`config.mk`:
```
export PLATFORM = sky130hd
export DESIGN_NAME = input_debounce_buf
export DESIGN_NICKNAME = d
export VERILOG_FILES = /design/src/rtl/input_debounce_buf.sv
export SDC_FILE = /design/constraint.sdc
export NUM_CORES = 1
export LEC_CHECK = 0
export CORE_AREA = 2 2 39 41
export DETAILED_ROUTE_END_ITERATION = 8
export DIE_AREA = 0 0 41 43
export HOLD_SLACK_MARGIN = 0.05
export SLEW_MARGIN = 20
export SYNTH_ARGS = -nofsm -noshare
export SYNTH_HDL_FRONTEND = slang
export SYNTH_SLANG_ARGS = --single-unit
```
`constraint.sdc`:
```
create_clock -name clk -period 1.37 [get_ports clk]
set_input_delay 0.2055 -clock clk [delete_from_list [all_inputs] [get_ports clk]]
set_output_delay 0.2055 -clock clk [all_outputs]
set_load 0.05 [all_outputs]
```
`src/rtl/input_debounce_buf.sv`:
```
// input_debounce_buf: synchroniser + debounce FSM for one raw external pin.
// The clean level Y feeds the downstream single-bit buffer gate; rise/fall are
// one-cycle strobes on each accepted transition.
// Optional build macro INPUT_DEBOUNCE_BUF_GLITCH_CNT_EN adds a saturating
// count of aborted transitions (glitch_cnt) with a synchronous clear (glitch_clr).
module input_debounce_buf #(
  parameter int SYNC_STAGES     = 2,
  parameter int DEBOUNCE_CYCLES = 4
) (
  input  logic       clk,
  input  logic       rst,
  input  logic       A,
`ifdef INPUT_DEBOUNCE_BUF_GLITCH_CNT_EN
  input  logic       glitch_clr,
  output logic [7:0] glitch_cnt,
`endif
  output logic       Y,
  output logic       rise,
  output logic       fall,
  output logic       busy
);

  localparam int CNT_W = $clog2(DEBOUNCE_CYCLES);
  localparam logic [CNT_W-1:0] CNT_MAX = CNT_W'(DEBOUNCE_CYCLES - 1);

  typedef enum logic [1:0] {
    LOW    = 2'd0,
    PEND_H = 2'd1,
    HIGH   = 2'd2,
    PEND_L = 2'd3
  } state_t;

  state_t                 state;
  logic [CNT_W-1:0]       cnt;
  logic [SYNC_STAGES-1:0] sync;
  logic                   s;

  // Synchroniser chain: A enters at bit 0, s is taken from the last flop.
  always_ff @(posedge clk) begin
    if (rst) begin
      sync <= '0;
    end else begin
      sync <= {sync[SYNC_STAGES-2:0], A};
    end
  end

  assign s = sync[SYNC_STAGES-1];

  // Busy is a direct decode of the pending states, so it has no extra latency.
  assign busy = (state == PEND_H) || (state == PEND_L);

  // Debounce FSM with registered level and edge strobes.
  always_ff @(posedge clk) begin
    if (rst) begin
      state <= LOW;
      cnt   <= '0;
      Y     <= 1'b0;
      rise  <= 1'b0;
      fall  <= 1'b0;
    end else begin
      rise <= 1'b0;
      fall <= 1'b0;
      unique case (state)
        LOW: begin
          if (s) begin
            state <= PEND_H;
            cnt   <= CNT_W'(1);
          end
        end
        PEND_H: begin
          if (!s) begin
            state <= LOW;
            cnt   <= '0;
          end else if (cnt == CNT_MAX) begin
            state <= HIGH;
            cnt   <= '0;
            Y     <= 1'b1;
            rise  <= 1'b1;
          end else begin
            cnt <= cnt + 1'b1;
          end
        end
        HIGH: begin
          if (!s) begin
            state <= PEND_L;
            cnt   <= CNT_W'(1);
          end
        end
        PEND_L: begin
          if (s) begin
            state <= HIGH;
            cnt   <= '0;
          end else if (cnt == CNT_MAX) begin
            state <= LOW;
            cnt   <= '0;
            Y     <= 1'b0;
            fall  <= 1'b1;
          end else begin
            cnt <= cnt + 1'b1;
          end
        end
        default: begin
          state <= LOW;
          cnt   <= '0;
        end
      endcase
    end
  end

`ifdef INPUT_DEBOUNCE_BUF_GLITCH_CNT_EN
  logic abort;

  assign abort = ((state == PEND_H) && !s) || ((state == PEND_L) && s);

  // Saturating count of discarded transitions; clear beats increment.
  always_ff @(posedge clk) begin
    if (rst || glitch_clr) begin
      glitch_cnt <= '0;
    end else if (abort && (glitch_cnt != 8'hFF)) begin
      glitch_cnt <= glitch_cnt + 8'd1;
    end
  end
`endif

endmodule

```
==> metrics.md <==
| Metric | Value |
|---|---|
| Post-cts gate resize count | 0 |
| Syn nets | 37 |
| Postcts setup bufs | 0 |
| Initial Utilization | 23.51% |
| CTS Hold Bufs | 0 |
| Final Hold Viols | 0 |
| Total track usage | 8.283% |
| Post-route antenna net violation count | 0 |
| Clock Latency Late Sink | 0.26 ns |
| Initial antenna violation count | 0 |
| Most frequent cells in the layout | dfxtp_1, buf_12, nand2_1, clkbuf_4 |
| Number of global-route vias before repair | 208 |
| Starting DRT DRC Count | 6 |
| Largest net degree at the start of global routing | 7 |
| Layout cell share with drive strength beyond 1 | 23.81% |
| Total Nets Final | 47 |
| Area of the multi-input gates | 133.9 µm² |
| Commonest non-fill, non-tap cell in the layout | dfxtp_1 |
| Area grow syn2layout | 45.00% |
| Non-Filler Cell Area, Final | 471.7 µm² |
| Setup Crit Path Kind | reg2reg |
| Slew HR | 81.54% |
| DRC | 0 |
| PD cells | 1125 nW/µm² |
| Setup TNS | 0 ns |
| Clock-pin slew on the worst setup and hold paths | 0.06 ns |
| Synth Register Bits | 9 |
| Setup crit start kind | register |
| Drt pass-1 iters | 4 |
| Vias | 255 |
| RSZ-0062 raised after global routing | false |
| CTS tree | built |
| Worst slew pin tran | 0.2759 ns |
| Filler cell count | 140 |
| Post-synth cell types | 17 |
| Hold WC Path Type | reg2reg |
| Chip width | 41 µm |
| Max VDD drop | 0.0004370 V |
| Period utilization | 83.33% |
| Syn avg cell area | 9.858 µm² |
| Crit. End Element | register |
| Antenna diode count | 0 |
| Pre-CTS setup slack | 0.2215 ns |
| GP Congestion | 0.7646 |
| Total core area | 1384 µm² |
| Sink Count | 9 |
| Die height | 43 µm |
| DIE AREA | 1763 µm² |
| Root buf cell | clkbuf_4 |
| Synth Instances | 33 |
| Maxcap violations | 0 |
| Ports | 7 |
| Total grt overflow | 0 |
| Worst-path maximum fanout | 5 |
| Outcome | finished clean |
| Clock skew | 0.002829 ns |
| CTS Buf Count | 3 |
| DPL Wire Length | 370.9 µm |
| DR vias/cell | 4.397 |
| Post-DP Area | 445.4 µm² |
| H-tree depth | 1 |
| First-pass GRT wire length | 855 µm |
| Post-Syn Area | 325.3 µm² |
| CP Data Required Time | 1.57 ns |
| # setup viols final | 0 |
| Rows | 14 |
| Highest clock rate | 875.9 MHz |
| Synth warnings | 0 |
| FF+latch area | 180.2 µm² |
| Worst Slack Setup Final | 0.2283 ns |
| Leakage power | 0.1794 nW |
| Clock Path Buffers | 2 |
| Register area share after synthesis | 55.38% |
| Slew Viols, Final | 0 |
| Worst Path Arrival | 1.34 ns |
| Port Buffers | 6 |
| Post-layout min period | 1.142 ns |
| WL final | 527 µm |
| Routed wire per std cell | 9.086 µm |
-- cell families (layout without fill, tap and decap cells) --
group	after synthesis	count (layout)	share of synthesized area (%)
and+or+nand+nor	13	13	22.31
DFF	9	9	55.38
AOI/OAI and AO/OA	6	6	12.31
buffers and inverters	3	12	3.461
adders and majority gates	1	1	3.846
xor gates and xnor gates	1	1	2.693
-- worst paths after layout --
kind | end | cells after the start | startpoint | slack, ns
setup / recovery | cnt[1]$_SDFFE_PP0P_ | 3 | register | 0.23
hold / removal | sync[1]$_SDFF_PP0_ | 1 | sync[0]$_SDFF_PP0_ | 0.44
setup reg to reg | cnt[1]$_SDFFE_PP0P_ | 3 | register | 0.23
hold reg to reg | sync[1]$_SDFF_PP0_ | 1 | sync[0]$_SDFF_PP0_ | 0.44
-- cell usage after synthesis --
cell type  number  area share (%)
dfxtp_1         9              55
nand2_1         3             3.5
a21oi_1         2             3.1
clkbuf_1        2             2.3
nand3_1         2             3.1
nor2_1          2             2.3
nor2b_1         2             3.8
nor4b_1         2             5.4
a21o_2          1             2.7
a21oi_2         1             2.7
ha_1            1             3.8
inv_1           1             1.2
nor3_1          1             1.5
o21a_1          1             2.3
o21ai_0         1             1.5
or3b_1          1             2.7
xor2_1          1             2.7
-- routing by layer --
metal | global-route usage, % | up-vias | part of all wire (%)
li1 | - | 130 | -
met1 | 7.541 | 107 | 38
met2 | 9.688 | 13 | 45
met3 | 6.806 | 5 | 11
met4 | 10.00 | 0 | 5.5
met5 | 0 | - | 0
-- worst max-delay path: stages (launching register included) --
cell and delay [ns]:
dfxtp_1 0.35, xor2_1 0.20, or3b_1 0.41, a21oi_2 0.12
-- final cells by class --
cell class | count | area share (%)
Clock buffer | 4 | 5.570
Inverter | 1 | 0.7958
Multi-Input combinational cell | 21 | 28.38
Timing Repair Buffer | 7 | 22.81
Tap cell | 16 | 4.244
Sequential cell | 9 | 38.20
-- where the power goes --
part	internal [mW]	switching [mW]
Clock	0.112	0.0896
Sequential	0.270	0.00786
Combinational	0.0273	0.0238
-- per-stage QoR --
step / util (%) / hold slack (ns) / power, mW / cells
2_1_floorplan: - / 0.3337 / 0.3089 / 33
3_3_place_gp: 32.19 / 0.4199 / 0.3343 / 54
3_5_place_dp: 32.19 / 0.4294 / 0.3353 / 54
4_1_cts: 34.09 / 0.4427 / 0.5468 / 58
5_1_grt: 34.09 / 0.4696 / 0.5579 / 58
6_report: 34.09 / 0.4421 / 0.5305 / 58
No activity file was read; power rests on OpenSTA's default activity.
